==> src/rtl/config_pkg.sv <==
// config_pkg: shared priority sizing and the nesting controller state encoding
package config_pkg;
  localparam int PrioNum = 8;
  localparam int PrioWidth = $clog2(PrioNum);
  typedef logic [PrioWidth-1:0] PrioT;
  typedef enum logic [1:0] {RUN, ENTER, EXIT} LevelStateT;
endpackage

==> src/rtl/prio_level_stack_lifo.sv <==
// prio_lifo: stack of preempted priority levels, one entry per nesting step
module prio_lifo
  import config_pkg::*;
(
  input  logic                 clk,
  input  logic                 reset,
  input  logic                 push,
  input  logic                 pop,
  input  logic [PrioWidth-1:0] din,
  output logic [PrioWidth-1:0] dout,
  output logic [PrioWidth-1:0] count
);
  PrioT mem [PrioNum-1];
  always_ff @(posedge clk) begin
    if (reset) count <= '0;
    else if (push) count <= count + 1'b1;
    else if (pop) count <= count - 1'b1;
  end
  always_ff @(posedge clk) begin
    if (push) mem[count] <= din;
  end
  assign dout = mem[count - 1'b1];
  a_no_push_pop: assert property (@(posedge clk) disable iff (reset) !(push && pop));
  a_no_overflow: assert property (@(posedge clk) disable iff (reset)
    !(push && count == PrioWidth'(PrioNum - 1)));
endmodule

==> src/rtl/prio_level_stack.sv <==
// prio_level_stack: interrupt nesting controller driving the active priority level
module prio_level_stack
  import config_pkg::*;
(
  input  logic                 clk,
  input  logic                 reset,
  input  logic                 irq_req,
  input  logic [PrioWidth-1:0] irq_prio,
  input  logic                 ret_req,
  output logic [PrioWidth-1:0] level,
  output logic                 write_ra_en,
  output logic                 irq_ack,
  output logic                 ret_ack,
  output logic [PrioWidth-1:0] depth,
  output logic                 underflow
);
  LevelStateT state, state_d;
  logic take, ret_do;
  logic [PrioWidth-1:0] popped;
  // a return always beats a simultaneous request; the request is re-evaluated afterwards
  assign take   = state == RUN && irq_req && irq_prio > level && !ret_req;
  assign ret_do = state == RUN && ret_req && depth != '0;
  always_comb begin
    state_d = RUN;
    state_d = take ? ENTER : ret_do ? EXIT : RUN;
  end
  always_ff @(posedge clk) begin
    if (reset) begin
      state     <= RUN;
      level     <= '0;
      underflow <= 1'b0;
    end else begin
      state     <= state_d;
      level     <= take ? irq_prio : ret_do ? popped : level;
      underflow <= underflow | (state == RUN && ret_req && depth == '0);
    end
  end
  assign irq_ack     = state == ENTER;
  assign write_ra_en = state == ENTER;
  assign ret_ack     = state == EXIT;
  prio_lifo u_lifo (
    .clk   (clk),
    .reset (reset),
    .push  (take),
    .pop   (ret_do),
    .din   (level),
    .dout  (popped),
    .count (depth)
  );
  a_ret_in_run: assert property (@(posedge clk) disable iff (reset) state != RUN |-> !ret_req);
endmodule
==> config.mk <==
export PLATFORM = sky130hd
export DESIGN_NAME = prio_level_stack
export DESIGN_NICKNAME = d
export VERILOG_FILES = /design/src/rtl/config_pkg.sv /design/src/rtl/prio_level_stack_lifo.sv /design/src/rtl/prio_level_stack.sv
export SDC_FILE = /design/constraint.sdc
export NUM_CORES = 1
export LEC_CHECK = 0
export BUFFER_PORTS_ARGS = -buffer_cell sky130_fd_sc_hd__buf_4
export CORE_MARGIN = 5
export CORE_UTILIZATION = 60
export DETAILED_ROUTE_END_ITERATION = 8
export MAX_ROUTING_LAYER = met4
export PLACE_DENSITY = 0.82
export SYNTH_ARGS = -nofsm -noshare
export SYNTH_HDL_FRONTEND = slang
export SYNTH_SLANG_ARGS = --single-unit
export TNS_END_PERCENT = 30
==> constraint.sdc <==
create_clock -name clk -period 3.4 [get_ports clk]
set_input_delay 0.17 -clock clk [delete_from_list [all_inputs] [get_ports clk]]
set_output_delay 0.17 -clock clk [all_outputs]
set_load 0.02 [all_outputs]
==> results of run 1 <==
cells by family (layout without fill, tap and decap cells):
kind of cell	after synthesis	in the layout	synth area share, %
and+or+nand+nor	36	36	14.80
adders and majority gates	6	6	5.415
muxes	7	7	7.852
AOI/OAI and AO/OA	16	16	6.859
DFF	30	30	58.48
xor gates and xnor gates	3	3	2.437
buffers and inverters	10	29	4.151
area by class of cell:
class	instances	area, sq um	share of cell area (%)
multi-input combinational	68	518.0	33.36
sequential	30	810.8	52.22
clock inverter	2	8.758	0.5641
tap	28	35.03	2.256
inverter	5	18.77	1.209
timing repair buffer	16	120.1	7.736
clock buffer	6	41.29	2.659
power by group through the flow:
stage	Combinational (mW)	Clock (mW)	Sequential (mW)
4_1_cts	0.523	0.194	0.570
5_1_grt	0.571	0.216	0.586
3_3_place_gp	0.506	0	0.574
6_report	0.520	0.189	0.571
2_1_floorplan	0.377	0	0.571
3_5_place_dp	0.516	0	0.580
stage by stage:
step                      util (%)  cell area, sq um
final                        70.19              1553
after global placement       67.93              1503
after detailed placement     67.93              1503
after global routing         70.19              1553
after floorplan                  -              1386
after CTS                    70.19              1553
worst max-delay path: cells and delay by family, from the launching register on:
family | cells | cell delay [ns]
DFF | 1 | 0.51
buffers and inverters | 1 | 0.09
adders and majority gates | 1 | 0.30
and+or+nand+nor | 5 | 1.15
state kept, by name, summed over array words and instances (netlist names):
register	flops
u_lifo.mem	21
level	3
underflow	1
state	2
u_lifo.count	3
worst paths after layout:
kind,from,to,slack [ns],cells after the start
worst max-delay path,level[1]$_SDFFE_PP0P_,u_lifo.mem[5][0]$_DFFE_PP_,0.98,7
worst min-delay path,reset,level[2]$_SDFFE_PP0P_,0.08,2
worst max register to register,level[1]$_SDFFE_PP0P_,u_lifo.mem[5][0]$_DFFE_PP_,0.98,7
worst min register to register,underflow$_SDFF_PP0_,underflow$_SDFF_PP0_,0.50,2
cells in the final DEF (no fill, tap or decap), types with 5 or more instances in the layout:
cell type  instances
a21oi_1            6
buf_4             16
clkbuf_4           5
dfxtp_1            9
edfxtp_1          21
ha_1               6
inv_1              5
nand2_1            9
nor2_1             8
layer usage:
| layer | part of all wire (%) | vias to the layer above | wire length, um | track usage [%] |
|---|---|---|---|---|
| li1 | - | 437 | - | - |
| met1 | 43 | 426 | 1137 | 23.44 |
| met2 | 48 | 26 | 1252 | 26.45 |
| met3 | 7.0 | 7 | 182 | 4.900 |
| met4 | 1.7 | 0 | 45 | 6.954 |
| met5 | 0 | - | 0 | - |
==> flow_summary.json, run 1 <==
{
  "pwr-share-clk_pct": 14.7,
  "ys_types": 34,
  "slew_viol_final": 0,
  "drtIter0Drc": 24,
  "skew_ns": 0.007997,
  "yosys.area.top_type_share_pct": 45.49,
  "antenna_found_initial": 0,
  "clock.fmax_mhz": 413.7,
  "cp_max_fo": 10,
  "power.internal_uw": 790.6,
  "rsz0062_at_grt": "false",
  "n_antenna_cell": 0,
  "track_usage_pct": 17.90,
  "cts_hold_buf": 0,
  "cts_setup_buffers": 0,
  "insertion_delay_ns": 0.32,
  "hp-class": "input port to flop",
  "synth_edf_count": 21,
  "p_comb_share_pct": 40.6,
  "final_cells": 155,
  "drc": 0,
  "die_h_um": 58.07,
  "setup_ws_ns": 0.9828,
  "cpPeakStageDelay_ns": 0.54,
  "whs_ns": 0.07767,
  "async_flop_share_pct": 0,
  "power_frac_seq_pct": 44.6,
  "clkTransAtPathRegs_ns": 0.08,
  "syn2layout_area_growth_pct": 12.00,
  "synth_nets": 121,
  "numCtsBuffers": 5,
  "synth_area_sq_mm": 0.001386,
  "synth_most_common_cell": "edfxtp_1",
  "swShare_pct": 38.23,
  "firstDrtPassIters": 4,
  "ir_drop_mv": 0.5759,
  "cp.arrival_ns": 2.38,
  "die_width_um": 58.07,
  "p_sw_uw": 489.3,
  "max-slew-margin-rel_pct": 48.93,
  "rows": 17,
  "dpl_worst_slack_ns": 0.9780,
  "yosysWarnings": 0,
  "pin_count": 17,
  "wire_per_inst_um": 16.88,
  "synthTopCellsByCount": "21 x edfxtp_1, 9 x dfxtp_1, 9 x nand2_1, 8 x nor2_1",
  "period_share_pct": 71.09,
  "grt_pass1_vias": 847,
  "grt_pass1_wl_mm": 4.181,
  "design_power_total_mw": 1.280,
  "yosysTopAreaCell": "edfxtp_1",
  "gr-total-overflow": 0,
  "power_density_mw_per_mm2": 824.3,
  "root_buffer": "clkbuf_4",
  "dp.cells": 147,
  "yosysSeqAreaShare_pct": 58.48,
  "end_kind": "flop",
  "htree_levels": 2,
  "finalHoldViolCount": 0,
  "fp.dieArea_sq_mm": 0.003372,
  "routed_wl_mm": 2.617,
  "maxCapViolCount": 0,
  "coreArea_sq_mm": 0.002212,
  "cts_tree": "done",
  "grt_max_degree": 14,
  "synth_area_per_cell_sq_um": 12.84,
  "layout-drive-gt1-share_pct": 24.41,
  "vias": 896,
  "synth-main-ff-cell": "edfxtp_1",
  "cts_resized": 0,
  "syn_inst": 108,
  "dp_hpwl_mm": 1.909,
  "initial_core_util_pct": 62.67,
  "tns_ns": 0,
  "viasPerCell": 5.781,
  "period_minus_slack_ns": 2.417,
  "clockBufferDepth": 2,
  "nFillCells": 167,
  "worst_pin_slew_ns": 0.7591,
  "finalSetupViolCount": 0,
  "io_buffer_count": 16,
  "status": "complete, no violations",
  "cp-start-kind": "flop",
  "synth_seq_cells": 30,
  "fin_nets": 139,
  "path_cells": "inv_1 > ha_1 > nand3_1 > and4b_4 > and2_4 > nand2_1 > nor3b_1",
  "crit_required_ns": 3.36,
  "ys_top_cells_by_area": "edfxtp_1 45%, dfxtp_1 13%, ha_1 5.4%",
  "gp_congestion": 0.8363,
  "drtAntennaViolNets": 0,
  "cts.sinks": 30,
  "power_leakage_nw": 0.5852,
  "path_class": "flop to flop",
  "cpMaxStageDelayCell": "nor3b_1"
}
Note: power is estimated with default switching activity, not from simulation.
==> run 2: changes to the inputs <==
--- a/config.mk
+++ b/config.mk
@@ -7,10 +7,10 @@
 export LEC_CHECK = 0
 export BUFFER_PORTS_ARGS = -buffer_cell sky130_fd_sc_hd__buf_4
 export CORE_MARGIN = 5
-export CORE_UTILIZATION = 60
+export CORE_UTILIZATION = 50
 export DETAILED_ROUTE_END_ITERATION = 8
 export MAX_ROUTING_LAYER = met4
-export PLACE_DENSITY = 0.82
+export PLACE_DENSITY = 0.73
 export SYNTH_ARGS = -nofsm -noshare
 export SYNTH_HDL_FRONTEND = slang
 export SYNTH_SLANG_ARGS = --single-unit
==> constraint.sdc (replaced) <==
create_clock -name clk -period 2.2 [get_ports clk]
set_input_delay 0.11 -clock clk [delete_from_list [all_inputs] [get_ports clk]]
set_output_delay 0.11 -clock clk [all_outputs]
set_load 0.02 [all_outputs]
==> run 2 against run 1 <==
Via count is 3.8% higher; hold slack worse by 0.052 ns; non-clock buffer count is 9 higher.
==> flow_summary.json, run 2 (same netlist as run 1, synthesis figures left out) <==
{
  "routed_wl_mm": 2.888,
  "numCtsBuffers": 5,
  "coreArea_sq_mm": 0.002710,
  "finalSetupViolCount": 0,
  "ir_drop_mv": 1.056,
  "final_util_pct": 61.36,
  "root_buffer": "clkbuf_4",
  "path_class": "flop to flop",
  "finalHoldViolCount": 0,
  "hp-class": "input port to flop",
  "final_common_cell": "buf_4",
  "layout-drive-gt1-share_pct": 30.88,
  "worst_pin_slew_ns": 0.5793,
  "wire_per_inst_um": 17.29,
  "pin_count": 17,
  "hold_path.startpoint": "reset",
  "clkTransAtPathRegs_ns": 0.09,
  "cts_tree": "done",
  "largest_reg_flops": 21,
  "die_h_um": 62.66,
  "path_cells": "inv_1 > ha_1 > nand2_1 > o21ai_1 > and2_4 > nand2_1 > nor3b_1",
  "vias": 930,
  "final_cells": 167,
  "firstDrtPassIters": 4,
  "drtIter0Drc": 41,
  "slew_viol_final": 0,
  "rows": 19,
  "cts_resized": 0,
  "cp_max_fo": 7,
  "gp_congestion": 0.8443,
  "fin_nets": 148,
  "drtAntennaViolNets": 0,
  "min_path_cells": 2,
  "initial_core_util_pct": 51.15,
  "period_minus_slack_ns": 2.082,
  "path_buf_inv": 1,
  "tns_ns": 0,
  "viasPerCell": 5.569,
  "fin_area_sq_mm": 0.001663,
  "htree_levels": 2,
  "cp_common_cell": "nand2_1",
  "placed_cell_area_sq_mm": 0.001574,
  "clockBufferDepth": 2,
  "dp_hpwl_mm": 2.153,
  "syn2layout_area_growth_pct": 19.95,
  "regMostFlops": "u_lifo.mem",
  "cts_setup_buffers": 0,
  "drc": 0,
  "insertion_delay_ns": 0.34,
  "cp.arrival_ns": 2.06,
  "cpPeakStageDelay_ns": 0.46,
  "skew_ns": 0.01270,
  "power_leakage_nw": 0.6508,
  "n_antenna_cell": 0,
  "gr-total-overflow": 0,
  "period_share_pct": 94.66,
  "clock.fmax_mhz": 480.2,
  "r2r_end": "u_lifo.mem[5][0]$_DFFE_PP_",
  "status": "complete, no violations",
  "rrSetupSlack_ns": 0.12,
  "worst_path_dominant_cell_family": "simple AND/OR/NAND/NOR gates",
  "fp.dieArea_sq_mm": 0.003926,
  "grt_pass1_wl_mm": 4.547,
  "crit_required_ns": 2.18,
  "antenna_found_initial": 0,
  "dp.cells": 159,
  "track_usage_pct": 15.73,
  "layout_common_cells": "25 x buf_4, 21 x edfxtp_1, 9 x nand2_1, 9 x dfxtp_1, 8 x nor2_1",
  "design_power_total_mw": 2.222,
  "cp-start-kind": "flop",
  "hold_end": "state[1]$_SDFF_PP0_",
  "power_density_mw_per_mm2": 1336,
  "io_buffer_count": 16,
  "cpMaxStageDelayCell": "nor3b_1",
  "grt_pass1_vias": 932,
  "grt_max_degree": 13,
  "regToRegStartpoint": "level[2]$_SDFFE_PP0P_",
  "maxCapViolCount": 0,
  "cts.sinks": 30,
  "reg_top3": "u_lifo.mem x21, level x3, u_lifo.count x3",
  "rsz0062_at_grt": "false",
  "max-slew-margin-rel_pct": 61.08,
  "end_kind": "flop",
  "cts_hold_buf": 0,
  "die_width_um": 62.66,
  "rr_worst_depth": 7
}
run 2: cell types whose count changed in the layout (fill, tap and decap cells not counted):
| cell | change |
|---|---|
| buf_4 | +9 |
| bufinv_16 | +1 |
| clkbuf_1 | -1 |
| clkinv_1 | -1 |
| clkinv_2 | +1 |
| xor2_2 | -1 |
| xor2_4 | +1 |
run 2: cell type report:
cell class / instances / area, sq um
Tap cell: 31 / 38.79
Inverter: 5 / 18.77
Multi-Input combinational cell: 68 / 529.3
Fill cell: 231 / 1047
Clock buffer: 5 / 37.54
Sequential cell: 30 / 810.8
Clock inverter: 3 / 40.04
Timing Repair Buffer: 25 / 187.7
run 2: report_power, final:
| part | switching, mW | total, mW | internal, mW |
|---|---|---|---|
| clock | 0.192 | 0.427 | 0.235 |
| sequential | 0.0589 | 0.792 | 0.733 |
| combinational | 0.567 | 1.00 | 0.436 |
| total | 0.818 | 2.22 | 1.40 |
run 2: stage by stage:
stage               worst slack (ns)  hold WS (ns)
floorplan                   0.001560        0.2672
global placement              0.1878        0.3572
detailed placement            0.1304        0.3684
CTS                           0.1224       0.01584
global route               0.0005715       0.02664
finish                        0.1176       0.02609
run 2: worst max-delay path by stage:
stage / start / endpoint / slack, ns / depth (start not counted)
2_1_floorplan: level[2]$_SDFFE_PP0P_ / u_lifo.mem[5][0]$_DFFE_PP_ / 0.002 / 8
3_3_place_gp: level[2]$_SDFFE_PP0P_ / u_lifo.mem[6][2]$_DFFE_PP_ / 0.19 / 6
3_5_place_dp: level[2]$_SDFFE_PP0P_ / u_lifo.mem[6][1]$_DFFE_PP_ / 0.13 / 6
4_1_cts: level[1]$_SDFFE_PP0P_ / u_lifo.mem[6][1]$_DFFE_PP_ / 0.12 / 6
5_1_grt: level[1]$_SDFFE_PP0P_ / u_lifo.mem[6][0]$_DFFE_PP_ / 0.0006 / 6
6_report: level[2]$_SDFFE_PP0P_ / u_lifo.mem[5][0]$_DFFE_PP_ / 0.12 / 7
run 2: metal layers:
layer | vias to the layer above | GRT usage, % | part of all wire [%]
li1 | 450 | - | -
met1 | 445 | 19.35 | 41
met2 | 28 | 24.48 | 50
met3 | 7 | 3.777 | 7.5
met4 | 0 | 7.162 | 1.5
met5 | - | - | 0
==> run 3: changes to the inputs <==
--- a/config.mk
+++ b/config.mk
@@ -9,7 +9,6 @@
 export CORE_MARGIN = 5
 export CORE_UTILIZATION = 50
 export DETAILED_ROUTE_END_ITERATION = 8
-export MAX_ROUTING_LAYER = met4
 export PLACE_DENSITY = 0.73
 export SYNTH_ARGS = -nofsm -noshare
 export SYNTH_HDL_FRONTEND = slang
==> run 3 against run 2 <==
Via count shrank 0.86%; utilization unchanged; routed wire length up 0.10%; combinational power about the same; critical path type unchanged.
==> flow_summary.json, run 3 (same netlist as run 1, synthesis figures left out) <==
{
  "status": "complete, no violations",
  "cp.arrival_ns": 2.05,
  "clockBufferDepth": 2,
  "dpl_worst_slack_ns": 0.1304,
  "die_width_um": 62.66,
  "track_usage_pct": 15.30,
  "crit_start": "level[2]$_SDFFE_PP0P_",
  "clock.fmax_mhz": 480.8,
  "power_density_mw_per_mm2": 1334,
  "hp-class": "input port to flop",
  "rsz0062_at_grt": "false",
  "htree_levels": 2,
  "fp.dieArea_sq_mm": 0.003926,
  "met1_usage_pct": 19.35,
  "regMostFlops": "u_lifo.mem",
  "crit_required_ns": 2.17,
  "insertion_delay_ns": 0.34,
  "power_leakage_nw": 0.6508,
  "setup_ws_ns": 0.1200,
  "cpMaxStageDelayCell": "nor3_1",
  "crit_end": "u_lifo.mem[6][2]$_DFFE_PP_",
  "cp-start-kind": "flop",
  "grt_max_degree": 13,
  "rows": 19,
  "cts_hold_buf": 0,
  "grt_pass1_vias": 930,
  "n_antenna_cell": 0,
  "path_class": "flop to flop",
  "regToRegStartpoint": "level[2]$_SDFFE_PP0P_",
  "ir_drop_mv": 1.058,
  "viasPerCell": 5.521,
  "met3_usage_pct": 3.777,
  "gr-total-overflow": 0,
  "rr_worst_depth": 6,
  "antenna_found_initial": 0,
  "r2r_end": "u_lifo.mem[6][2]$_DFFE_PP_",
  "syn2layout_area_growth_pct": 19.95,
  "maxCapViolCount": 0,
  "reg_top3": "u_lifo.mem x21, level x3, u_lifo.count x3",
  "vias": 922,
  "clkTransAtPathRegs_ns": 0.09,
  "path_cells": "inv_1 > ha_1 > nand2_1 > o21ai_1 > nand2_1 > nor3_1",
  "worst_pin_slew_ns": 0.5836,
  "period_share_pct": 94.54,
  "path_buf_inv": 1,
  "design_power_total_mw": 2.219,
  "rrSetupSlack_ns": 0.12,
  "slew_viol_final": 0,
  "io_buffer_count": 16,
  "die_h_um": 62.66,
  "end_kind": "flop",
  "path_depth": 6,
  "pin_count": 17,
  "globalRouteMet2Util_pct": 24.48,
  "finalHoldViolCount": 0,
  "numCtsBuffers": 5,
  "cts.sinks": 30,
  "routed_wl_mm": 2.891,
  "period_minus_slack_ns": 2.080,
  "drtAntennaViolNets": 0,
  "drc": 0,
  "tns_ns": 0,
  "dp_hpwl_mm": 2.153,
  "grt.busiest_layer": "met2",
  "grt_pass1_wl_mm": 4.547,
  "max-slew-margin-rel_pct": 60.80,
  "coreArea_sq_mm": 0.002710,
  "firstDrtPassIters": 6,
  "cp_max_fo": 6,
  "worst_path_dominant_cell_family": "simple AND/OR/NAND/NOR gates",
  "layout-drive-gt1-share_pct": 30.88,
  "layout_common_cells": "25 x buf_4, 21 x edfxtp_1, 9 x nand2_1, 9 x dfxtp_1, 8 x nor2_1",
  "cpPeakStageDelay_ns": 0.54,
  "finalSetupViolCount": 0,
  "skew_ns": 0.01312,
  "largest_reg_flops": 21,
  "initial_core_util_pct": 51.15,
  "root_buffer": "clkbuf_4",
  "gp_congestion": 0.8316,
  "cp_common_cell": "nand2_1",
  "wire_per_inst_um": 17.31,
  "final_common_cell": "buf_4",
  "fin_nets": 148,
  "cts_tree": "done",
  "drtIter0Drc": 29
}
==> run 3: cell counts in the layout (fill, tap and decap cells not counted) <==
No cell type changed its count.
==> run 3: timing repair <==
action / CTS / global route
buffers inserted: 0 / 0
endpoints found under the setup margin: 0 / 1
resized for setup: 0 / 1
==> run 3: layer usage <==
metal	share of wire, %	up-vias
li1	-	449
met1	41	441
met2	50	28
met3	7.6	4
met4	1.2	0
met5	0	-
==> run 3: worst min path at each step <==
stage / from / endpoint / slack, ns / cells after the start
after global routing: reset / u_lifo.count[0]$_SDFFE_PP0P_ / 0.03 / 2
final: reset / state[1]$_SDFF_PP0_ / 0.03 / 2
after detailed placement: reset / u_lifo.count[0]$_SDFFE_PP0P_ / 0.37 / 2
after global placement: reset / u_lifo.count[0]$_SDFFE_PP0P_ / 0.36 / 2
after floorplan: ret_req / underflow$_SDFF_PP0_ / 0.27 / 2
after CTS: reset / state[1]$_SDFF_PP0_ / 0.02 / 2
==> run 3: through the flow <==
step	cell area [sq um]	cells	hold slack, ns	utilization, %
5_1_grt	1663	167	0.02664	61.36
3_5_place_dp	1574	159	0.3684	58.08
3_3_place_gp	1574	159	0.3572	58.08
2_1_floorplan	1386	108	0.2672	-
4_1_cts	1652	167	0.01584	60.94
6_report	1663	167	0.02513	61.36
==> run 3: final cells by class <==
cell class	count	area, sq um
Sequential cell	30	810.8
Multi-Input combinational cell	68	529.3
Timing Repair Buffer	25	187.7
Inverter	5	18.77
Tap cell	31	38.79
Clock buffer	5	37.54
Clock inverter	3	40.04
Fill cell	231	1047
==> run 3: power by group <==
group	leakage, nW	internal [mW]	switching [mW]
clock network	0.0450	0.235	0.190
registers	0.268	0.733	0.0591
logic	0.338	0.436	0.566
total	0.651	1.40	0.815
